--- config.mk ---
export PLATFORM = sky130hd
export DESIGN_NAME = wwd_display
export DESIGN_NICKNAME = d
export VERILOG_FILES = /design/src/rtl/wwd_display.sv
export SDC_FILE = /design/constraint.sdc
export NUM_CORES = 1
export LEC_CHECK = 0
export BUFFER_PORTS_ARGS = -buffer_cell sky130_fd_sc_hd__buf_2
export CELL_PAD_IN_SITES_DETAIL_PLACEMENT = 1
export CELL_PAD_IN_SITES_GLOBAL_PLACEMENT = 1
export CORE_UTILIZATION = 35
export DETAILED_ROUTE_END_ITERATION = 10
export MAX_ROUTING_LAYER = met4
export PLACE_DENSITY = 0.6
export SYNTH_ARGS = -nofsm -noshare
export SYNTH_HDL_FRONTEND = slang
export SYNTH_SLANG_ARGS = --single-unit
--- constraint.sdc ---
create_clock -name clk -period 5.6 [get_ports clk]
set_input_delay 0 -clock clk [delete_from_list [all_inputs] [get_ports clk]]
set_output_delay 0 -clock clk [all_outputs]
set_load 0.01 [all_outputs]
--- src/rtl/wwd_display.sv ---
// Display stage for the TSC CPU: keeps the last four WWD words and scans the selected
// one in hex across a 4-digit multiplexed seven-segment display; mirrors the PC byte on LEDs.
module wwd_display #(
    parameter int unsigned SCAN_DIV = 50000
) (
    input  logic        clk,
    input  logic        reset_cpu,
    input  logic [15:0] output_port,
    input  logic        wwd_valid,
    input  logic        freeze,
    input  logic [1:0]  hist_sel,
    input  logic [7:0]  PC_below8bit,
    output logic [6:0]  seg,
    output logic [3:0]  an,
    output logic [7:0]  led,
    output logic [2:0]  hist_count
);
    localparam logic [15:0] LP_C_LAST = 16'(SCAN_DIV - 1);

    logic [15:0] r_h [4];
    logic [2:0]  r_count;
    logic [15:0] r_c;
    logic [1:0]  r_d;
    logic [6:0]  r_seg;
    logic [3:0]  r_an;
    logic [7:0]  r_led;

    logic        w_capture;
    logic        w_sel_valid;
    logic [15:0] w_word;
    logic [3:0]  w_nibble;
    logic [6:0]  w_hex;
    logic [6:0]  w_seg_next;
    logic [3:0]  w_an_next;

    // A frozen display drops strobes outright; nothing is queued for later.
    assign w_capture = wwd_valid & ~freeze;

    always_comb begin
        w_sel_valid = ({1'b0, hist_sel} < r_count);
        w_word      = r_h[hist_sel];
        w_nibble    = w_word[{r_d, 2'b00} +: 4];
        w_an_next   = ~(4'b0001 << r_d);
        w_hex       = 7'h7F;
        case (w_nibble)
            4'h0: w_hex = 7'h40;
            4'h1: w_hex = 7'h79;
            4'h2: w_hex = 7'h24;
            4'h3: w_hex = 7'h30;
            4'h4: w_hex = 7'h19;
            4'h5: w_hex = 7'h12;
            4'h6: w_hex = 7'h02;
            4'h7: w_hex = 7'h78;
            4'h8: w_hex = 7'h00;
            4'h9: w_hex = 7'h10;
            4'hA: w_hex = 7'h08;
            4'hB: w_hex = 7'h03;
            4'hC: w_hex = 7'h46;
            4'hD: w_hex = 7'h21;
            4'hE: w_hex = 7'h06;
            4'hF: w_hex = 7'h0E;
            default: w_hex = 7'h7F;
        endcase
        w_seg_next = w_sel_valid ? w_hex : 7'h3F;
    end

    always_ff @(posedge clk) begin
        if (reset_cpu) begin
            for (int i = 0; i < 4; i++) r_h[i] <= 16'h0000;
            r_count <= 3'd0;
        end else if (w_capture) begin
            r_h[3]  <= r_h[2];
            r_h[2]  <= r_h[1];
            r_h[1]  <= r_h[0];
            r_h[0]  <= output_port;
            r_count <= (r_count == 3'd4) ? 3'd4 : r_count + 3'd1;
        end
    end

    always_ff @(posedge clk) begin
        if (reset_cpu) begin
            r_c <= 16'd0;
            r_d <= 2'd0;
        end else if (r_c == LP_C_LAST) begin
            r_c <= 16'd0;
            r_d <= r_d + 2'd1;
        end else begin
            r_c <= r_c + 16'd1;
        end
    end

    // Segment and anode registers are loaded from the state seen before this edge.
    always_ff @(posedge clk) begin
        if (reset_cpu) begin
            r_seg <= 7'h7F;
            r_an  <= 4'hF;
            r_led <= 8'h00;
        end else begin
            r_seg <= w_seg_next;
            r_an  <= w_an_next;
            r_led <= PC_below8bit;
        end
    end

    assign seg        = r_seg;
    assign an         = r_an;
    assign led        = r_led;
    assign hist_count = r_count;
endmodule

==> impl_metrics.json, run 1 <==
{
  "synth-seq-area-share_pct": 58.9,
  "root_buffer": "clkbuf_16",
  "slew_viol_final": 0,
  "antenna_found_initial": 0,
  "ys_ff_latch": 104,
  "boundaryPins": 52,
  "synth_cell_types": 41,
  "drc": 0,
  "dr_total_vias": 2864,
  "grt_start_max_net_pins": 67,
  "end_kind": "flop",
  "power_frac_clock_pct": 36.2,
  "finalHoldViolations": 0,
  "final_util_pct": 43.3,
  "finalInstanceArea_um2": 5510,
  "synthMuxAreaShare_pct": 9.37,
  "p_per_area_nw_per_um2": 288,
  "skew_ns": 0.00643,
  "num_antenna_cells": 0,
  "start_util_pct": 36.3,
  "instances_no_fill": 606,
  "setup_viol": 0,
  "tightest_slew_ns": 1.12,
  "avgViaCountPerCell": 4.73,
  "dp.cells": 566,
  "drive_gt1_share_pct": 18.4,
  "grtUsageTotal_pct": 14.9,
  "status": "complete, no violations",
  "pwr-share-comb_pct": 9.0,
  "htree_levels": 3,
  "avgSynthCellArea_um2": 12.8,
  "fin_nets": 473,
  "maxCapViolations": 0,
  "whs_ns": 0.0266,
  "swShare_pct": 23.0,
  "synth_top_family_by_area": "simple AND/OR/NAND/NOR gates",
  "hp-class": "in2reg",
  "crit_type": "reg2reg",
  "post-dp-hpwl_um": 5620,
  "std_cell_rows": 41,
  "cts_made_buffers": 9,
  "grt_pass1_wl_um": 14800,
  "rrSetupSlack_ns": 3.27,
  "first_pass_iters": 4,
  "fin_crit_sh_pct": 41.5,
  "placed_area_um2": 5010,
  "fmax_mhz": 430,
  "min_period_ns": 2.33,
  "synthCells": 360,
  "port-buffer-count": 51,
  "slew_headroom_pct": 25.2,
  "critPathArrivalTime_ns": 2.56,
  "synth_xor_area_share_pct": 2.46,
  "core-area_um2": 12700,
  "synth-compound-area-share_pct": 3.66,
  "cts_tree": "built",
  "peakVddDrop_mv": 0.145,
  "area_growth_pct": 19.3,
  "switching_power_mw": 0.366,
  "grt_pass1_vias": 2928,
  "routabilityCongestion": 0.763,
  "drtAntennaViolNets": 0,
  "leakagePower_nw": 2.15,
  "dp_worst_setup_slack_ns": 3.09,
  "drt-total-wl_um": 8920,
  "drt_iter0_drc": 155,
  "synth_top_flop_cell": "edfxtp_1",
  "layout_setup_ws_ns": 3.27,
  "die_x_um": 117,
  "rsz0062_at_grt": "no",
  "synthesis.area_um2": 4620,
  "dieArea_um2": 13700,
  "die_y_um": 117,
  "ys_warn_count": 0,
  "clkTransAtPathRegs_ns": 0.07,
  "async_flop_share_pct": 0,
  "grt-ovfl-total": 0,
  "synthAdderAreaFrac_pct": 3.79,
  "internal-power_mw": 1.22,
  "cts_sinks": 104,
  "synth-edff-count": 64,
  "clk_path_buf_depth": 2,
  "seqPwrFrac_pct": 54.8,
  "syn-num-nets": 404,
  "crit_path_start_kind": "flop",
  "cp.required_ns": 5.84,
  "wire_per_inst_um": 14.7,
  "path_max_fanout": 11,
  "clkLatencyLatePin_ns": 0.35,
  "setup_tns_ns": 0,
  "yosys.area_share.simple_pct": 18.9,
  "power_mw": 1.59,
  "post_cts_buffers": 0
}
==> repair_timing <==
action | CTS | global route
gates resized for setup | 0 | 0
hold buffers | 24 | 0
endpoints found under the hold margin | 24 | 0
endpoints found under the setup margin | 0 | 0
==> worst max-delay path, cell delays in order, from the launching register on <==
cell     delay (ns)
dfxtp_1        0.59
nor2b_1        0.37
a22oi_1        0.15
nand3_1        0.25
inv_1          0.11
ha_1           0.25
nor3b_1        0.15
or3_1          0.34
==> flip-flops by register name (all words and copies together) (netlist names) <==
signal,flops
an,4
hist_count,3
led,8
r_c,16
r_d,2
r_h,64
seg,7
==> synthesized netlist by cell type (7+ instances only) <==
| master | instances | area (um2) |
|---|---|---|
| xor2_1 | 8 | 70.1 |
| dfxtp_1 | 40 | 801 |
| nor2_1 | 25 | 93.8 |
| nand2b_1 | 7 | 43.8 |
| mux4_1 | 7 | 184 |
| edfxtp_1 | 64 | 1920 |
| ha_1 | 14 | 175 |
| inv_1 | 11 | 41.3 |
| clkbuf_1 | 12 | 45.0 |
| and2_1 | 65 | 407 |
| o21ai_0 | 7 | 35.0 |
| nor2b_1 | 13 | 81.3 |
| nand2_1 | 16 | 60.1 |
| nand3_1 | 11 | 55.1 |
| mux4_2 | 9 | 203 |
==> placed cells by master, fill, tap and decap left out, drive strengths merged, types with 7 or more instances in the layout <==
| cell type | Yosys | routed |
|---|---|---|
| o21ai | 8 | 8 |
| xor2 | 8 | 8 |
| ha | 14 | 14 |
| mux4 | 16 | 16 |
| nor2b | 13 | 13 |
| clkbuf | 12 | 12 |
| dlygate4sd3 | 0 | 24 |
| buf | 6 | 52 |
| nand3 | 12 | 12 |
| nand2b | 7 | 7 |
| dfxtp | 40 | 40 |
| and2 | 65 | 65 |
| inv | 11 | 11 |
| nand2 | 16 | 16 |
| edfxtp | 64 | 64 |
| nor2 | 25 | 25 |
==> routing by layer <==
layer	wire, um	GRT usage (%)	part of all wire [%]
met5	0	-	0
met3	438	3.45	4.9
met1	4450	19.2	50
met2	3840	22.2	43
met4	195	7.34	2.2
==> power by group through the flow <==
stage                     Clock (mW)  Combinational [mW]  Sequential (mW)
after floorplan                    0              0.0905            0.886
after global placement             0               0.129            0.888
after detailed placement           0               0.132            0.889
after CTS                      0.598               0.146            0.872
after global routing           0.622               0.160            0.876
final                          0.575               0.142            0.872
==> cell families (layout without fill, tap and decap cells) <==
| logic type | after synthesis | in the layout |
|---|---|---|
| xor gates and xnor gates | 13 | 13 |
| AOI/OAI and AO/OA | 24 | 24 |
| muxes | 20 | 20 |
| buffers and inverters | 29 | 103 |
| DFF | 104 | 104 |
| and+or+nand+nor | 156 | 156 |
| adders and majority gates | 14 | 14 |
==> area by class of cell <==
| type | instances | area [um2] |
|---|---|---|
| Multi-Input combinational cell | 227 | 1770 |
| Fill cell | 1372 | 7210 |
| Tap cell | 172 | 215 |
| Clock inverter | 4 | 21.3 |
| Timing Repair Buffer | 76 | 503 |
| Sequential cell | 104 | 2720 |
| Clock buffer | 12 | 236 |
| Inverter | 11 | 41.3 |
==> final timing paths <==
| check | startpoint | to | cells after the start |
|---|---|---|---|
| worst min register to register | r_c[0] | r_c[0] | 1 |
| worst max register to register | r_d[1] | seg[6] | 7 |
| worst min-delay path | reset_cpu | r_d[1] | 2 |
| worst max-delay path | r_d[1] | seg[6] | 7 |
Power figures use the tool's default switching activity.
==> run 2: changes to the inputs <==
clock period = 2.2 ns   (was 5.6 ns; I/O delays follow)
==> run 2 against run 1 <==
Effect of this change: sequential power grew to 2.5 times the previous value; worst setup slack got worse by 3.2 ns; maximum frequency rose by 11%; sequential share of layout area fell by 1.9 points; die area did not move; global-route usage up 0.66 points; critical path depth shrank 1; clock power grew to 2.5 times the previous value; sequential cell count stayed put; hold slack gained 0.024 ns; cell count is 3.3% higher; wire length grew 2.9%; critical path type unchanged.
==> impl_metrics.json, run 2 (synthesized netlist as in run 1, its figures left out) <==
{
  "drt_iter0_drc": 177,
  "slew_viol_final": 0,
  "crit_type": "reg2reg",
  "dieArea_um2": 13700,
  "cts_made_buffers": 9,
  "power_frac_clock_pct": 35.3,
  "wl_met2_um": 4080,
  "status": "complete, no violations",
  "first_pass_iters": 4,
  "drc": 0,
  "r2r_end": "seg[6]",
  "hold_start": "freeze",
  "rrSetupSlack_ns": 0.1,
  "power_mw": 4.07,
  "leakagePower_nw": 2.28,
  "maxCapViolations": 0,
  "drive_gt1_share_pct": 23.1,
  "post-dp-hpwl_um": 6220,
  "min_to": "hist_count[2]",
  "clkLatencyLatePin_ns": 0.35,
  "avgViaCountPerCell": 4.65,
  "antenna_found_initial": 0,
  "clk_path_buf_depth": 2,
  "critPathArrivalTime_ns": 2.39,
  "dr_total_vias": 2908,
  "layout_common_cells": "65 x and2_1, 64 x edfxtp_1, 51 x buf_2",
  "fin_nets": 493,
  "cts_tree": "built",
  "clkTransAtPathRegs_ns": 0.07,
  "routabilityCongestion": 0.764,
  "finalHoldViolations": 0,
  "grt-ovfl-total": 0,
  "fmax_mhz": 476,
  "cp_num_buf_inv": 0,
  "htree_levels": 3,
  "r2r_cells": 6,
  "num_antenna_cells": 0,
  "cp_slowest_cell": "mux4_2",
  "drtAntennaViolNets": 0,
  "routed-wl-met3_um": 419,
  "boundaryPins": 52,
  "grt_start_max_net_pins": 47,
  "crit_path_cell_trace": "mux4_2, mux2_4, o221ai_4, nor2_1, a2111oi_0, or3_1",
  "min_period_ns": 2.10,
  "internal-power_mw": 3.16,
  "rsz0062_at_grt": "no",
  "wire_per_inst_um": 14.7,
  "pwr-share-comb_pct": 10.3,
  "cp.required_ns": 2.49,
  "root_buffer": "clkbuf_16",
  "tightest_slew_ns": 0.472,
  "setup_tns_ns": 0,
  "holdPathStages": 4,
  "slew_headroom_pct": 68.5,
  "drt-total-wl_um": 9180,
  "cts_sinks": 104,
  "port-buffer-count": 51,
  "grt_pass1_vias": 3064,
  "final_util_pct": 45.1,
  "final_common_cell": "and2_1",
  "wl_met1_um": 4550,
  "peakVddDrop_mv": 0.378,
  "top_register": "r_h",
  "p_per_area_nw_per_um2": 710,
  "routed.top_layer": "met4",
  "crit_path_start_kind": "flop",
  "grt_pass1_wl_um": 15400,
  "cpPeakStageDelay_ns": 0.47,
  "switching_power_mw": 0.909,
  "r2r_start": "r_h[0][10]",
  "fin_crit_sh_pct": 95.5,
  "area_growth_pct": 24.2,
  "largest_reg_flops": 64,
  "skew_ns": 0.00974,
  "core-area_um2": 12700,
  "hp-class": "in2reg",
  "end_kind": "flop",
  "start_util_pct": 36.3,
  "cp_top_family": "multiplexers",
  "grtUsageTotal_pct": 15.6,
  "swShare_pct": 22.3,
  "whs_ns": 0.0509,
  "seqPwrFrac_pct": 54.4,
  "die_x_um": 117,
  "path_max_fanout": 4,
  "std_cell_rows": 41,
  "die_y_um": 117,
  "setup_viol": 0
}
-- run 2: changes by cell type in the layout (fill, tap and decap cells not counted), moves of 2 or more --
cell | before | now
buf_4 | 1 | 15
buf_12 | 0 | 5
nand3_1 | 11 | 9
nand3_2 | 1 | 3
-- run 2: how the worst max path moves through the flow --
| stage | from | endpoint | slack, ns | cells past startpoint |
|---|---|---|---|---|
| 6_report | r_h[0][10] | seg[6] | 0.1 | 6 |
| 5_1_grt | r_h[0][9] | seg[5] | 0.0008 | 7 |
| 4_1_cts | r_h[1][9] | seg[5] | 0.02 | 7 |
| 3_5_place_dp | r_h[1][9] | seg[5] | 0.05 | 7 |
| 3_3_place_gp | r_h[1][9] | seg[5] | 0.09 | 7 |
| 2_1_floorplan | reset_cpu | r_h[0][0] | 0.18 | 3 |
-- run 2: cell type report --
type                       count  area [um2]
fill                        1371        6980
sequential                   104        2720
clock buffer                  14         245
inverter                      11        41.3
multi-input combinational    227        1790
tap                          172         215
timing repair buffer          96         718
clock inverter                 2        10.0
-- run 2: timing repair --
action	CTS	global route
resized for setup	1	6
endpoints found under the setup margin	1	4
setup buffers	0	1
endpoints found under the hold margin	25	0
hold buffers	25	0
pin swaps	0	2
-- run 2: stage by stage --
step | area [um2] | setup WS, ns | std cells
after global routing | 5740 | 0.000828 | 626
final | 5740 | 0.0991 | 626
after floorplan | 4620 | 0.177 | 360
after CTS | 5720 | 0.0208 | 625
after detailed placement | 5210 | 0.0535 | 584
after global placement | 5210 | 0.0917 | 584
-- run 2: tightest hold or removal path, delay by kind of cell --
family / cells / cell delay (ns)
AOI/OAI and AO/OA: 1 / 0.15
and+or+nand+nor: 2 / 0.12
buffers and inverters: 1 / 0.08
-- run 2: power groups by stage --
stage | clock network (mW) | logic (mW) | registers, mW
after CTS | 1.49 | 0.423 | 2.22
after global routing | 1.56 | 0.466 | 2.23
final | 1.44 | 0.420 | 2.22
after detailed placement | 0 | 0.383 | 2.26
after floorplan | 0 | 0.230 | 2.26
after global placement | 0 | 0.380 | 2.25
-- run 2: metal layers --
layer	vias up	track usage, %
met5	-	-
met4	0	5.15
met3	10	4.74
met2	64	23.7
met1	1394	19.9
li1	1440	-
